===== config.mk =====
export PLATFORM = sky130hd
export DESIGN_NAME = mem_arbiter
export DESIGN_NICKNAME = d
export VERILOG_FILES = /design/src/rtl/mem_arbiter.sv
export SDC_FILE = /design/constraint.sdc
export NUM_CORES = 1
export LEC_CHECK = 0
export BUFFER_PORTS_ARGS = -buffer_cell sky130_fd_sc_hd__buf_2
export CORE_MARGIN = 2
export CORE_UTILIZATION = 24
export CTS_BUF_LIST = sky130_fd_sc_hd__clkbuf_4 sky130_fd_sc_hd__clkbuf_8 sky130_fd_sc_hd__clkbuf_16
export DETAILED_ROUTE_END_ITERATION = 6
export GPL_TIMING_DRIVEN = 0
export PLACE_DENSITY_LB_ADDON = 0.08
export SLEW_MARGIN = 20
export SYNTH_ARGS = -nofsm -noshare
export SYNTH_HDL_FRONTEND = slang
export SYNTH_SLANG_ARGS = --single-unit

===== constraint.sdc =====
create_clock -name clk -period 2.1 [get_ports clk]
set_input_delay 0.105 -clock clk [delete_from_list [all_inputs] [get_ports clk]]
set_output_delay 0.105 -clock clk [all_outputs]
set_load 0.01 [all_outputs]

===== src/rtl/mem_arbiter.sv =====
// mem_arbiter: shares one synchronous single-port SRAM between the CPU
// instruction-fetch (IM) and data (DM) interfaces using req/ready handshakes.
//
// Ports:
//   clk, rst                       clock (rising edge), async active-low reset
//   im_req, im_addr                fetch request / address (held until im_ready)
//   im_rdata, im_ready             fetch data (held) and one-cycle completion pulse
//   dm_req, dm_we, dm_addr,        data request, write flag, address, write data
//   dm_wdata                       (held until dm_ready)
//   dm_rdata, dm_ready             read data (held, untouched by writes), completion pulse
//   mem_en, mem_we, mem_addr,      SRAM port, driven combinationally from the grant
//   mem_wdata
//   mem_rdata                      SRAM read data, valid one cycle after mem_en
//   cpu_stall                      pipeline freeze request
//
// Build option: define MEM_ARB_RR_EN to replace DM priority with starvation
// relief by an alternating last-winner grant on conflicts.
//
// Access timing per requester: grant in cycle N (SRAM port driven), GRANTED in
// N+1 (SRAM data captured), DONE in N+2 (ready pulse). A requester is only
// eligible from IDLE, so a held req is never re-granted with a stale address.
module mem_arbiter #(
  parameter int unsigned ADDR_W     = 32,
  parameter int unsigned DATA_W     = 32,
  parameter int unsigned STARVE_MAX = 4
) (
  input  logic              clk,
  input  logic              rst,
  input  logic              im_req,
  input  logic [ADDR_W-1:0] im_addr,
  output logic [DATA_W-1:0] im_rdata,
  output logic              im_ready,
  input  logic              dm_req,
  input  logic              dm_we,
  input  logic [ADDR_W-1:0] dm_addr,
  input  logic [DATA_W-1:0] dm_wdata,
  output logic [DATA_W-1:0] dm_rdata,
  output logic              dm_ready,
  output logic              mem_en,
  output logic              mem_we,
  output logic [ADDR_W-1:0] mem_addr,
  output logic [DATA_W-1:0] mem_wdata,
  input  logic [DATA_W-1:0] mem_rdata,
  output logic              cpu_stall
);

  typedef enum logic [1:0] {
    S_IDLE    = 2'd0,
    S_GRANTED = 2'd1,
    S_DONE    = 2'd2
  } req_state_t;

  req_state_t im_state, im_state_nxt;
  req_state_t dm_state, dm_state_nxt;

  logic im_elig_c, dm_elig_c;
  logic im_gnt_c, dm_gnt_c;
  logic [ADDR_W-1:0] addr_hold;
  logic [DATA_W-1:0] wdata_hold;
  logic dm_rd_pend;

`ifdef MEM_ARB_RR_EN
  logic rr_last_im;
`else
  localparam int unsigned CNT_W = $clog2(STARVE_MAX + 1);
  logic [CNT_W-1:0] starve_cnt;
`endif

  // State register for both requester FSMs
  always_ff @(posedge clk or negedge rst) begin
    if (!rst) begin
      im_state <= S_IDLE;
      dm_state <= S_IDLE;
    end else begin
      im_state <= im_state_nxt;
      dm_state <= dm_state_nxt;
    end
  end

  // Next-state logic
  always_comb begin
    im_state_nxt = im_state;
    dm_state_nxt = dm_state;
    case (im_state)
      S_IDLE:    if (im_gnt_c) im_state_nxt = S_GRANTED;
      S_GRANTED: im_state_nxt = S_DONE;
      default:   im_state_nxt = S_IDLE;
    endcase
    case (dm_state)
      S_IDLE:    if (dm_gnt_c) dm_state_nxt = S_GRANTED;
      S_GRANTED: dm_state_nxt = S_DONE;
      default:   dm_state_nxt = S_IDLE;
    endcase
  end

  // Grant decision and SRAM port; nothing is granted while reset is asserted
  always_comb begin
    im_elig_c = rst & im_req & (im_state == S_IDLE);
    dm_elig_c = rst & dm_req & (dm_state == S_IDLE);
    im_gnt_c  = im_elig_c;
    dm_gnt_c  = dm_elig_c;
    if (im_elig_c && dm_elig_c) begin
`ifdef MEM_ARB_RR_EN
      im_gnt_c = ~rr_last_im;
`else
      im_gnt_c = (starve_cnt == CNT_W'(STARVE_MAX));
`endif
      dm_gnt_c = ~im_gnt_c;
    end
    mem_en    = im_gnt_c | dm_gnt_c;
    mem_we    = dm_gnt_c & dm_we;
    mem_addr  = addr_hold;
    mem_wdata = wdata_hold;
    // Only the granted requester's inputs reach the SRAM port
    if (dm_gnt_c) begin
      mem_addr  = dm_addr;
      mem_wdata = dm_wdata;
    end else if (im_gnt_c) begin
      mem_addr  = im_addr;
    end
    cpu_stall = rst & ((im_req & ~im_ready) | (dm_req & ~dm_ready));
  end

  // Registered outputs, data capture and arbitration history
  always_ff @(posedge clk or negedge rst) begin
    if (!rst) begin
      im_rdata   <= '0;
      im_ready   <= 1'b0;
      dm_rdata   <= '0;
      dm_ready   <= 1'b0;
      addr_hold  <= '0;
      wdata_hold <= '0;
      dm_rd_pend <= 1'b0;
`ifdef MEM_ARB_RR_EN
      rr_last_im <= 1'b0;
`else
      starve_cnt <= '0;
`endif
    end else begin
      addr_hold  <= mem_addr;
      wdata_hold <= mem_wdata;
      im_ready   <= (im_state == S_GRANTED);
      dm_ready   <= (dm_state == S_GRANTED);
      if (im_state == S_GRANTED) im_rdata <= mem_rdata;
      if (dm_state == S_GRANTED && dm_rd_pend) dm_rdata <= mem_rdata;
      if (dm_gnt_c) dm_rd_pend <= ~dm_we;
`ifdef MEM_ARB_RR_EN
      if (im_elig_c && dm_elig_c) rr_last_im <= im_gnt_c;
`else
      if (im_gnt_c) begin
        starve_cnt <= '0;
      end else if (im_elig_c && dm_gnt_c && starve_cnt != CNT_W'(STARVE_MAX)) begin
        starve_cnt <= starve_cnt + CNT_W'(1);
      end
`endif
    end
  end

endmodule

=== Yosys cells after proc, flatten, opt, wreduce, memory -nomap -nowiden ===
Cells that the tools add are included.

* Bits in registers: 138
* Bits of input ports: 133
* Output and inout bits: 133

* Add/subtract/negate cells: 1
* Eq/ne operators: 6
* Multiplexer cells: 11
* Bitwise gates (word level): 14
* Reduce and logical (&&, ||, !) cells: 7

{| class="wikitable"
|+ Operators with widths
! kind !! number
|-
| $mux W32 || 3
|-
| $and A1 B1 Y1 || 8
|-
| $pmux W2 S2 || 2
|-
| $mux W3 || 2
|-
| $eq A2 B1 Y1 const B || 2
|-
| $logic_and A1 B1 Y1 || 4
|-
| $logic_not A2 Y1 || 2
|-
| $mux W2 || 2
|-
| $ne A2 B2 Y1 const B || 2
|-
| $not A1 Y1 || 4
|-
| $add A3 B1 Y3 const B || 1
|-
| $eq A3 B3 Y1 const B || 1
|-
| $ne A3 B3 Y1 const B || 1
|-
| $mux W1 || 2
|-
| $or A1 B1 Y1 || 2
|-
| $reduce_bool A2 Y1 || 1
|}

=== Logic depth before layout (Yosys ltp) ===
* Depth in word-level cells: 8
* Mapped depth: 7
* Gate-level depth less buffers: 5

=== Worst setup path after synthesis ===
No wires, ideal clock.

* Path kind: register -> register
* Start point: register starve_cnt[0]
* End point: register wdata_hold[0]
* Setup time: 0.138 ns
* Data arrival time: 1.493 ns
* Slack: 0.469 ns
* Stages on the path, launching flop included: 7
* Path buffers: 1
* Period minus slack after synthesis: 1.631 ns
* Cells stage by stage: dfrtp_1 inv_1 ha_1 nand2_1 o21ai_2 buf_2 mux2_2

* Longest elaborated chain between the ends: 4

{| class="wikitable"
|+ Ends and longest elaborated chain
! item !! RTL line !! text
|-
| start: declaration || 66 || <nowiki>logic [CNT_W-1:0] starve_cnt;</nowiki>
|-
| start signal: assignment || 153 || <nowiki>starve_cnt <= starve_cnt + CNT_W'(1);</nowiki>
|-
| $eq A3 B3 Y1 || 106 || <nowiki>im_gnt_c = (starve_cnt == CNT_W'(STARVE_MAX));</nowiki>
|-
| $not A1 Y1 || 108 || <nowiki>dm_gnt_c = ~im_gnt_c;</nowiki>
|-
| $mux W1 || 102 || <nowiki>if (im_elig_c && dm_elig_c) begin</nowiki>
|-
| $mux W32 || 115 || <nowiki>if (dm_gnt_c) begin</nowiki>
|-
| named net mem_wdata[0] || 42 || <nowiki>output logic [DATA_W-1:0] mem_wdata,</nowiki>
|-
| end signal: assignment || 141 || <nowiki>wdata_hold <= mem_wdata;</nowiki>
|-
| end: declaration || 59 || <nowiki>logic [DATA_W-1:0] wdata_hold;</nowiki>
|}

The timed path passes the listed nets, and every way through them passes these cells.
A chain may end at the register's enable or synchronous reset.

=== Final worst setup path ===
* Start point: register starve_cnt[1]
* End point: output mem_wdata[28]

* Longest elaborated chain between the ends: 4

{| class="wikitable"
|+ Ends and longest elaborated chain
! item !! RTL line
|-
| $eq A3 B3 Y1 || 106
|-
| $not A1 Y1 || 108
|-
| $mux W1 || 102
|-
| $mux W32 || 115
|-
| end: declaration || 42
|}

Every way passes these cells.

==> flow_summary.toml <==
[route]
via_count = 4641
routed_wl_um = 17100
vias_per_cell = 4.25
drtAntennaViolNets = 0
dr.pass1.iters = 4
route.detailed.drc = 0
drt-initial-drc-count = 125
wl_per_cell_um = 15.7

[min_path]
holdPathEnd = "dm_rd_pend"
hold_path_depth = 3
hold_path_startpoint = "dm_we"
hold_class = "input pin to register"

[run_status]
violations = "negative setup slack"
status = "complete, but fails checks"

[sta]
slew_viol_final = 0
max-slew-margin-rel_pct = 79.1
finalHoldViolCount = 0
whs_ps = 23.1
skew_ps = 9.44
finalSetupViolations = 62
fmax_mhz = 461
worst_pin_slew_ps = 314
layout_min_cycle_time_ps = 2170
timing.final.ws_setup_ps = -69.0
rsz0062_at_grt = "yes"
fin_crit_sh_pct = 103

[cells_and_area]
fillers = 2134
fin_area_um2 = 9580
final_cells = 1091
antenna_cells = 0
multi_input_area_um2 = 1930
seq_area_um2 = 3450
nets = 928
syn2layout_area_growth_pct = 73.4
drive_gt1_share_pct = 60.5
final_util_pct = 42.3

[power]
power_density_nw_per_um2 = 1020
swShare_pct = 28.4
pwr-share-seq_pct = 37.5
ir_drop_mv = 0.421
p_int_w = 0.00698
p_leak_nw = 4.55
clkPwrFrac_pct = 32.4
comb_power_share_pct = 30.1
total_power_w = 0.00974
p_switching_w = 0.00276

[global_routing]
first_global_vias = 4976
antenna_found_initial = 0
grt_first_pass_wirelength_um = 26100
grtUsageMet2_pct = 25.8
met1_usage_pct = 15.7
grt_usage_pct = 14.1
grt_util_met3_pct = 4.36
grt_overflow_total = 0
grt_max_degree = 56
busiest_layer = "met2"

[logic_synthesis]
synth_nets = 491
synth_warnings = 0
avgSynthCellArea_um2 = 15.5
ys_seq_area_share_pct = 62.5
synth-seq-cells = 138
synth_cell_types = 28
syn_area_um2 = 5530
syn_inst = 356

[worst_setup_path]
worstSetupEndpointType = "output pin"
cp-startpoint = "starve_cnt[1]"
cp.required_ps = 2000
arrival_ps = 2060
cp-start-kind = "register"
crit_fanout = 7
crit_type = "register to output pin"
reg2reg_from = "dm_state[1]"
crit-reg2reg-capture = "addr_hold[31]"
r2r_slack_ps = 80
r2r_cells = 6

[placed_design]
place.gp.congestion = 0.709
dpl.cell_count = 907
dp_hpwl_um = 11400
io_buffers = 265
placed_cell_area_um2 = 7250

[clock_tree]
htree_levels = 4
cts-root-buf = "clkbuf_16"
cts_sinks = 138
clk_latency_ps = 420
clk_pin_slew_worst_paths_ps = 60
clk_path_buf_depth = 2
cts_made_buffers = 17
cts_tree = "yes"

[floorplanning]
rows = 55
initial_core_util_pct = 24.4
design.core.area_um2 = 22600
num_io_pins = 266
die_x_um = 156
die-area_um2 = 24300
die_h_um = 156

[flow_run]
drv_cap = 0
## critical path, cell delays in order, from the launching register on
cell and delay [ps]:
dfrtp_1 390, inv_2 90, ha_4 160, nand2_4 60, o21ai_4 160, buf_6 150, buf_12 150, mux2_2 350
buf_2 150
## routing by layer
layer,vias to the layer above,share of wire [%],wire (µm)
met5,-,0,0
met2,144,54,9200
li1,2188,-,-
met3,14,5.6,954
met4,0,1.4,247
met1,2295,39,6720
## timing repair
item	in CTS	in global routing
hold buffers	99	1
pin swaps	21	19
endpoints found under the hold margin	166	1
endpoints found under the setup margin	65	63
resized for setup	43	10
buffers inserted	26	23
gates cloned	2	2
## stage by stage
stage                     TNS [ps]  setup slack [ps]
after global placement     -426670             -2250
after detailed placement    -27200              -368
after global routing         -8600              -169
final                        -2570             -69.0
after floorplan                  0               469
after CTS                    -4400             -92.9
## cells in the final DEF (no fill, tap or decap), types with 2 or more instances in the layout
| master | n |
|---|---|
| buf_16 | 4 |
| mux2_2 | 91 |
| bufinv_16 | 3 |
| inv_6 | 3 |
| buf_8 | 5 |
| buf_4 | 46 |
| o221a_1 | 28 |
| clkinv_4 | 2 |
| clkinvlp_4 | 3 |
| clkbuf_16 | 19 |
| dfrtp_1 | 138 |
| clkbuf_8 | 2 |
| inv_2 | 2 |
| o221a_2 | 3 |
| buf_12 | 4 |
| buf_2 | 262 |
| nor2b_1 | 4 |
| buf_6 | 18 |
| nand4_1 | 2 |
| dlymetal6s4s_1 | 2 |
| clkbuf_2 | 2 |
| inv_1 | 5 |
| mux2_4 | 6 |
| nand2_1 | 2 |
| dlygate4sd3_1 | 95 |
| o21ai_0 | 2 |
| or3_1 | 32 |
## cells by family after synthesis
group,count (synthesis),synth area share (%)
and+or+nand+nor,49,6.04
adders and majority gates,2,0.453
AOI/OAI and AO/OA,38,7.34
buffers and inverters,31,3.74
muxes,98,19.9
DFF,138,62.5
## layout make-up
cell class | count | share of cell area [%]
buffer | 23 | 2.43
clock buffer | 20 | 4.80
clock inverter | 12 | 1.68
inverter | 7 | 0.274
multi-input combinational | 187 | 20.1
sequential | 138 | 36.0
tap | 285 | 3.72
timing repair buffer | 419 | 30.9
## registers in the layout, summed over array words and instances, names as in the netlist
signal / flops
addr_hold: 32
dm_rdata: 32
im_rdata: 32
wdata_hold: 32
starve_cnt: 3
dm_state: 2
im_state: 2
dm_rd_pend: 1
dm_ready: 1
im_ready: 1
## power by group through the flow
stage	combinational [W]	clock (W)	sequential, W
3_5_place_dp	0.00246	0	0.00369
5_1_grt	0.00318	0.00338	0.00374
2_1_floorplan	0.00108	0	0.00389
6_report	0.00293	0.00316	0.00365
4_1_cts	0.00287	0.00327	0.00365
3_3_place_gp	0.00243	0	0.00367
## how the worst max path moves through the flow
stage / slack, ps / to
3_5_place_dp: -370 / mem_addr[29]
6_report: -70 / mem_wdata[28]
4_1_cts: -90 / mem_addr[3]
5_1_grt: -170 / mem_wdata[9]
2_1_floorplan: 470 / wdata_hold[0]
3_3_place_gp: -2250 / mem_addr[30]
## cell usage after synthesis
cell type,count,area share (%)
dfrtp_1,138,62
o221a_2,3,0.61
o21ai_0,2,0.18
a21oi_1,1,0.090
o21ai_2,1,0.16
mux2i_1,1,0.18
o22ai_1,1,0.11
nor2_1,2,0.14
nand4bb_4,1,0.50
clkbuf_1,3,0.20
nand3_1,1,0.090
and4bb_4,1,0.29
buf_2,9,0.81
or3_1,32,3.6
nand2_1,3,0.20
a21o_4,1,0.27
and2_1,1,0.11
or4b_2,1,0.18
buf_4,1,0.14
buf_1,1,0.068
ha_1,2,0.45
nand4_1,2,0.23
and4bb_2,1,0.23
inv_1,7,0.48
buf_6,10,2.0
mux2_2,97,20
nor2b_1,4,0.45
o221a_1,29,5.9
(Power assumes the default switching activity.)
